### src/rtl/bist_pkg.sv
// Shared types and constants for the BIST signature checker.
package bist_pkg;

  localparam int BIST_SIG_W  = 74;
  localparam int BIST_DIFF_W = 7;

  typedef enum logic [2:0] {
    IDLE,
    CLR,
    RUN,
    FLUSH,
    CMP,
    DONE
  } bist_state_t;

endpackage

### src/rtl/bist_popcount.sv
// Counts the set bits of a vector; used to report how many signature bits mismatch.
module bist_popcount
  import bist_pkg::*;
#(
  parameter int W = BIST_SIG_W
) (
  input  logic [W-1:0]           vec,
  output logic [BIST_DIFF_W-1:0] count
);

  always_comb begin
    count = '0;
    for (int i = 0; i < W; i++) begin
      count = count + BIST_DIFF_W'(vec[i]);
    end
  end

endmodule

### config.mk
export PLATFORM = sky130hd
export DESIGN_NAME = bist_popcount
export DESIGN_NICKNAME = d
export VERILOG_FILES = /design/src/rtl/bist_pkg.sv /design/src/rtl/bist_popcount.sv
export SDC_FILE = /design/constraint.sdc
export NUM_CORES = 1
export LEC_CHECK = 0
export BUFFER_PORTS_ARGS = -buffer_cell sky130_fd_sc_hd__buf_2
export CORE_UTILIZATION = 47
export DETAILED_ROUTE_END_ITERATION = 10
export PLACE_DENSITY = 0.9
export SYNTH_ARGS = -nofsm -noshare
export SYNTH_HDL_FRONTEND = slang
export SYNTH_SLANG_ARGS = --single-unit
### constraint.sdc
create_clock -name vclk -period 8.15
set_input_delay 1.63 -clock vclk [all_inputs]
set_output_delay 1.63 -clock vclk [all_outputs]
set_load 0.01 [all_outputs]
==> results of run 1 <==
-- kinds of logic after synthesis --
kind of cell	after synthesis
compound gates	11
buf+inv	116
xor+xnor	3
simple gates	3
fa+ha+maj	79
-- cells in the final DEF (no fill, tap or decap), types with 2 or more instances in the layout --
cell | netlist | final
a21oi_2 | 1 | 3
buf_2 | 0 | 76
buf_4 | 0 | 5
buf_6 | 0 | 5
fa_1 | 63 | 57
fa_2 | 0 | 6
ha_1 | 16 | 14
ha_4 | 0 | 2
inv_1 | 116 | 102
inv_2 | 0 | 13
xnor2_2 | 0 | 2
-- critical path, stage by stage --
cell	delay [ns]
buf_8	0.08
inv_8	0.02
fa_1	0.52
inv_1	0.05
fa_1	0.51
inv_2	0.04
fa_1	0.49
inv_1	0.05
fa_2	0.53
inv_2	0.04
fa_1	0.43
inv_1	0.08
fa_2	0.43
fa_1	0.51
inv_2	0.04
fa_1	0.49
inv_2	0.05
ha_4	0.16
inv_2	0.05
fa_2	0.21
nor2b_4	0.05
o31a_4	0.28
o21ai_2	0.10
nand2b_1	0.06
buf_2	0.13
-- repair_timing --
item | 4_1_cts | 5_1_grt
setup endpoints to repair | 6 | 7
resized for setup | 13 | 16
pin swaps | 9 | 11
hold buffers | 0 | 0
-- layer usage --
| metal | global-route usage (%) | wire length (um) |
|---|---|---|
| met4 | 0 | 0 |
| met2 | 34.5 | 2010 |
| met1 | 19.5 | 1230 |
| met3 | 0.507 | 185 |
| met5 | 0 | 0 |
-- per-stage QoR --
| stage | setup slack [ns] | TNS [ns] |
|---|---|---|
| detailed placement | -0.630 | -3.31 |
| global route | -0.693 | -3.55 |
| floorplan | -0.263 | -0.989 |
| finish | -0.523 | -2.49 |
| global placement | -0.558 | -2.83 |
| CTS | -0.551 | -2.61 |
-- worst paths after layout --
check,end,cells after the start,from
min,count[0],3,vec[2]
max,count[6],25,vec[53]
-- cell type report --
cell class / count / area (um2) / share of cell area [%]
Timing Repair Buffer: 87 / 489 / 18.4
Inverter: 116 / 443 / 16.7
Tap cell: 50 / 62.6 / 2.35
Multi-Input combinational cell: 96 / 1660 / 62.6
==> results.json, run 1 <==
{
  "grt_pass1_wl_um": 5870,
  "timing.final.ws_setup_ns": -0.523,
  "crit_arrival_ns": 7.04,
  "num-fill-cells": 335,
  "max_freq_mhz": 115,
  "period_minus_slack_ns": 8.67,
  "antenna_found_initial": 0,
  "slew-limit-headroom_pct": 85.1,
  "synth.area.mux_share_pct": 0,
  "status": "finished, violations left",
  "clock_buffers": 0,
  "maxSlewViolCount": 0,
  "start_util_pct": 49.7,
  "ys_seq_area_share_pct": 0,
  "tightest_slew_ns": 0.223,
  "design.seq.count": 0,
  "register_area_um2": 0,
  "min_path_type": "input pin to primary output",
  "synth-compound-area-share_pct": 4.07,
  "worstSetupStartpointType": "input pin",
  "netlist_instances": 212,
  "synth_top_area_cell": "fa_1",
  "design_area_mm2": 0.00266,
  "grt_max_degree": 6,
  "cap_violations": 0,
  "stdcell_count": 349,
  "die_h_um": 67.7,
  "postSynthAreaPerCell_um2": 9.57,
  "routabilityCongestion": 0.726,
  "post-cts-setup-buffer-count": 0,
  "final_nets": 454,
  "die_w_um": 67.7,
  "yosys-top-cells-count": "116 x inv_1, 63 x fa_1, 16 x ha_1",
  "antenna_cells": 0,
  "drcViolationCount": 0,
  "rows": 23,
  "via_per_inst": 4.28,
  "violations": "setup timing",
  "vias": 1492,
  "crit_fanout": 2,
  "overflow": 0,
  "synthXorXnorAreaFrac_pct": 1.29,
  "syn-num-nets": 365,
  "cp-end-kind": "primary output",
  "grt_pass1_vias": 1548,
  "drtIter0Drc": 13,
  "critical_path_required_ns": 6.52,
  "synth_top_family_by_area": "adder cells",
  "crit_type": "input pin to primary output",
  "hold_violations": 0,
  "synthTopCellsByArea": "fa_1 62%, inv_1 21%, ha_1 9.9%, xnor2_1 1.3%, nor2b_4 0.68%",
  "wire_per_inst_um": 9.80,
  "synth.most_common_cell": "inv_1",
  "wl_um": 3420,
  "drive_gt1_share_pct": 39.5,
  "grt_usage_pct": 16.6,
  "yosys.cell_types.count": 16,
  "post-route-util_pct": 65.1,
  "synth-simple-area-share_pct": 1.17,
  "area_growth_pct": 31.0,
  "place.port_buffers": 81,
  "synth_warnings": 0,
  "dr.pass1.iters": 4,
  "synth_top_area_share_pct": 62.1,
  "core_mm2": 0.00409,
  "postRouteAntennaNets": 0,
  "io_pins": 81,
  "worst_hold_slack_ns": 3.60,
  "hpwl_um": 3460,
  "place_inst": 349,
  "finalSetupViolCount": 6,
  "die_area_mm2": 0.00458,
  "syn-cell-area_mm2": 0.00203,
  "synthAdderAreaFrac_pct": 72.0,
  "min_period_over_period_pct": 106,
  "place_area_mm2": 0.00257,
  "rsz0062_at_grt": "yes"
}
Power of run 1 is left out: the tool's default activity adds up to more than one toggle a clock period on the data nets, which glitch-free logic cannot reach.
==> run 2, diff against run 1 <==
Settings changed: ABC_AREA set to 1, RECOVER_POWER set to 25.
==> results.json, run 2 <==
{
  "maxSlewViolCount": 0,
  "synth.most_common_cell": "inv_1",
  "final_cell_mix": "108 x inv_1, 74 x buf_2, 60 x fa_1",
  "top_layer_used": "met4",
  "vias": 1525,
  "design.seq.count": 0,
  "io_pins": 81,
  "synth.area.mux_share_pct": 0,
  "timing.final.ws_setup_ns": -0.613,
  "drive_gt1_share_pct": 37.4,
  "start_util_pct": 49.7,
  "via_per_inst": 4.24,
  "synthAdderAreaFrac_pct": 71.9,
  "grt_pass1_wl_um": 6050,
  "layout_commonest_cell": "inv_1",
  "register_area_um2": 0,
  "die_w_um": 67.8,
  "postSynthAreaPerCell_um2": 9.15,
  "core_mm2": 0.00409,
  "crit_buf_inv": 12,
  "ys_seq_area_share_pct": 0,
  "final_nets": 465,
  "met2_length_um": 2200,
  "tightest_slew_ns": 0.216,
  "status": "finished, violations left",
  "cp_cell_sequence": "buf_6 -> fa_1 -> inv_1 -> fa_1 -> inv_1 -> fa_1 -> inv_1 -> fa_1 -> inv_1 -> fa_1 -> fa_2 -> fa_1 -> inv_2 -> fa_1 -> inv_2 -> ha_4 -> inv_2 -> fa_2 -> buf_4 -> buf_6 -> buf_6 -> xnor2_2 -> buf_2",
  "syn-num-nets": 375,
  "synth-simple-area-share_pct": 4.06,
  "worstSetupStartpointType": "input pin",
  "place.port_buffers": 81,
  "wl_um": 3720,
  "min_to": "count[0]",
  "min_period_over_period_pct": 108,
  "hpwl_um": 3630,
  "antenna_cells": 0,
  "dr.pass1.iters": 4,
  "synthXorXnorAreaFrac_pct": 1.29,
  "min_path_type": "input pin to primary output",
  "max_freq_mhz": 114,
  "crit_fanout": 2,
  "drtIter0Drc": 14,
  "slowest_stage": "fa_1",
  "synth-compound-area-share_pct": 0.739,
  "violations": "setup timing",
  "yosys.cell_types.count": 12,
  "synth_top_family_by_area": "adder cells",
  "rsz0062_at_grt": "yes",
  "path_common_cell": "fa_1",
  "syn-cell-area_mm2": 0.00203,
  "finalSetupViolCount": 6,
  "synthTopCellsByArea": "fa_1 62%, inv_1 22%, ha_1 9.9%, nand2_1 1.8%, xor2_1 0.86%",
  "postRouteAntennaNets": 0,
  "area_growth_pct": 32.9,
  "drcViolationCount": 0,
  "die_h_um": 67.8,
  "wl_met1_um": 1340,
  "wire_per_inst_um": 10.3,
  "netlist_instances": 222,
  "grt_usage_pct": 17.4,
  "grt_max_degree": 6,
  "hold_violations": 0,
  "synth_top_area_share_pct": 62.1,
  "crit_arrival_ns": 7.13,
  "rows": 23,
  "critical_path_required_ns": 6.52,
  "cp-end-kind": "primary output",
  "crit_family": "adder cells",
  "crit_type": "input pin to primary output",
  "synth_top_area_cell": "fa_1",
  "met3_length_um": 157,
  "min-delay-start": "vec[2]",
  "overflow": 0,
  "slew-limit-headroom_pct": 85.6,
  "period_minus_slack_ns": 8.76,
  "cap_violations": 0,
  "yosys-top-cells-count": "119 x inv_1, 63 x fa_1, 16 x ha_1",
  "post-route-util_pct": 66.1,
  "antenna_found_initial": 0,
  "clock_buffers": 0,
  "hold_path_depth": 3,
  "grt_pass1_vias": 1648,
  "die_area_mm2": 0.00459,
  "routabilityCongestion": 0.723,
  "slowest_delay_ns": 0.53,
  "synth_warnings": 0
}
run 2: cell count changes in the layout (fill, tap and decap cells not counted), sizes merged, moves of 2 or more:
cell   before  now
inv       116  119
nand2       0   10
nand3       0    3
nor2        1    3
o21ai       3    0
xnor2       3    1
xor2        0    2
run 2: timing repair:
item                       CTS  global route
resized for setup           18            13
pin swaps                    9            12
hold buffers                 0             0
setup endpoints to repair    6             7
buffers inserted             3             1
gates cloned                 0             0
run 2: area by class of cell:
cell class	instances	area, um2
multi-input combinational	103	1670
timing repair buffer	88	513
inverter	119	454
fill	333	1390
tap	50	62.6
run 2: kinds of logic after synthesis:
family | count (synthesis)
buffers and inverters | 119
adder cells (fa/ha/maj) | 79
AND/OR/NAND/NOR | 18
AO/OA/AOI/OAI | 3
XOR/XNOR | 3
run 2: how the worst max path moves through the flow:
stage	from	end	cells after the start
floorplan	vec[53]	count[6]	23
global placement	vec[53]	count[6]	25
detailed placement	vec[53]	count[6]	25
CTS	vec[57]	count[6]	25
global route	vec[41]	count[6]	23
finish	vec[41]	count[2]	23
run 2: layer usage:
layer	vias to the layer above	global-route usage, %
met1	720	18.3
met3	2	0.338
li1	748	-
met4	0	1.86
met5	-	0
met2	55	37.7
run 2: through the flow:
stage | setup slack [ns] | cells | hold slack (ns) | area (um2) | TNS, ns
after global placement | -0.598 | 358 | 3.60 | 2570 | -2.55
after CTS | -0.637 | 360 | 3.58 | 2650 | -2.83
final | -0.613 | 360 | 3.58 | 2700 | -2.62
after floorplan | -0.304 | 222 | 3.42 | 2060 | -0.636
after detailed placement | -0.702 | 358 | 3.60 | 2570 | -3.25
after global routing | -0.785 | 360 | 3.60 | 2700 | -3.67
Power of run 2 is left out for the same reason.
==> run 3, diff against run 2 <==
Settings changed: CORE_UTILIZATION 47 to 52, PLACE_DENSITY 0.9 to 0.94.
Clock period 8.15 ns to 9.6 ns, I/O delays scaled along.
==> results.json, run 3 (synthesis gave the netlist of run 2 again) <==
{
  "hpwl_um": 3500,
  "tightest_slew_ns": 0.235,
  "clock_buffers": 0,
  "grt_max_degree": 6,
  "area_growth_pct": 25.4,
  "dr.pass1.iters": 6,
  "finalSetupViolCount": 0,
  "grt_pass1_vias": 1637,
  "drive_gt1_share_pct": 31.6,
  "drcViolationCount": 0,
  "drtIter0Drc": 36,
  "rows": 22,
  "worstSetupStartpointType": "input pin",
  "min_path_type": "input pin to primary output",
  "die_h_um": 64.5,
  "final_nets": 459,
  "cp-end-kind": "primary output",
  "core_mm2": 0.00372,
  "design.seq.count": 0,
  "register_area_um2": 0,
  "period_minus_slack_ns": 9.46,
  "vias": 1532,
  "grt_pass1_wl_um": 5990,
  "slew-limit-headroom_pct": 84.3,
  "hold_violations": 0,
  "min_period_over_period_pct": 98.5,
  "grt_usage_pct": 17.9,
  "postRouteAntennaNets": 0,
  "antenna_found_initial": 0,
  "antenna_cells": 0,
  "die_w_um": 64.5,
  "start_util_pct": 54.7,
  "final_cell_mix": "108 x inv_1, 76 x buf_2, 62 x fa_1",
  "critical_path_required_ns": 7.68,
  "via_per_inst": 4.35,
  "routabilityCongestion": 0.720,
  "fin_setup_tns_ns": 0,
  "crit_type": "input pin to primary output",
  "rsz0062_at_grt": "yes",
  "crit_fanout": 3,
  "max_freq_mhz": 106,
  "overflow": 0,
  "status": "finished clean",
  "layout_commonest_cell": "inv_1",
  "die_area_mm2": 0.00416,
  "io_pins": 81,
  "place.port_buffers": 81,
  "wire_per_inst_um": 9.98,
  "cap_violations": 0,
  "crit_arrival_ns": 7.54,
  "wl_um": 3510,
  "maxSlewViolCount": 0
}
[run 3: cell count changes in the layout (fill, tap and decap cells not counted), sizes merged]
cell | before | now
buf | 88 | 81
clkbuf | 0 | 1
[run 3: repair_timing]
action | 4_1_cts | 5_1_grt
endpoints found under the setup margin | 0 | 2
setup buffers | 0 | 1
hold buffers | 0 | 0
gates resized for setup | 0 | 19
[run 3: final timing paths]
check / cells after the start / endpoint / slack, ns / startpoint
max: 25 / count[6] / 0.14 / vec[57]
min: 3 / count[0] / 4.21 / vec[2]
[run 3: stage by stage]
stage	area (um2)	utilization [%]	cells	hold slack [ns]	setup slack, ns
after floorplan	2030	-	222	3.99	0.484
after global placement	2500	67.2	351	4.15	0.223
after detailed placement	2500	67.2	351	4.16	0.0419
after CTS	2500	67.2	351	4.16	0.0244
after global routing	2550	68.6	352	4.24	-0.0252
final	2550	68.6	352	4.21	0.141
[run 3: worst max-delay path, stage by stage]
cell,delay [ns]
buf_6,0.07
inv_2,0.03
fa_1,0.52
inv_1,0.05
fa_1,0.53
inv_2,0.05
fa_1,0.51
inv_2,0.04
fa_1,0.47
inv_1,0.05
fa_1,0.49
inv_2,0.04
fa_1,0.49
fa_1,0.49
inv_1,0.05
fa_1,0.45
inv_2,0.08
ha_4,0.14
inv_2,0.04
fa_2,0.38
nand3b_1,0.18
nand2_1,0.10
nand2_1,0.07
a21oi_2,0.13
buf_2,0.14
[run 3: per-layer routing]
metal  wire [um]  global-route usage (%)  part of all wire, %  up-vias
met4          22                    1.39                 0.63        0
met2        2080                    38.8                   59       53
met5           0                       0                    0        -
li1            -                       -                    -      736
met3         173                   0.704                  4.9        2
met1        1230                    19.2                   35      741
[run 3: cell type report]
cell class | count | area, um2
timing repair buffer | 82 | 437
fill | 285 | 1170
tap | 48 | 60.1
inverter | 119 | 447
multi-input combinational | 103 | 1600
Power of run 3 is left out for the same reason.
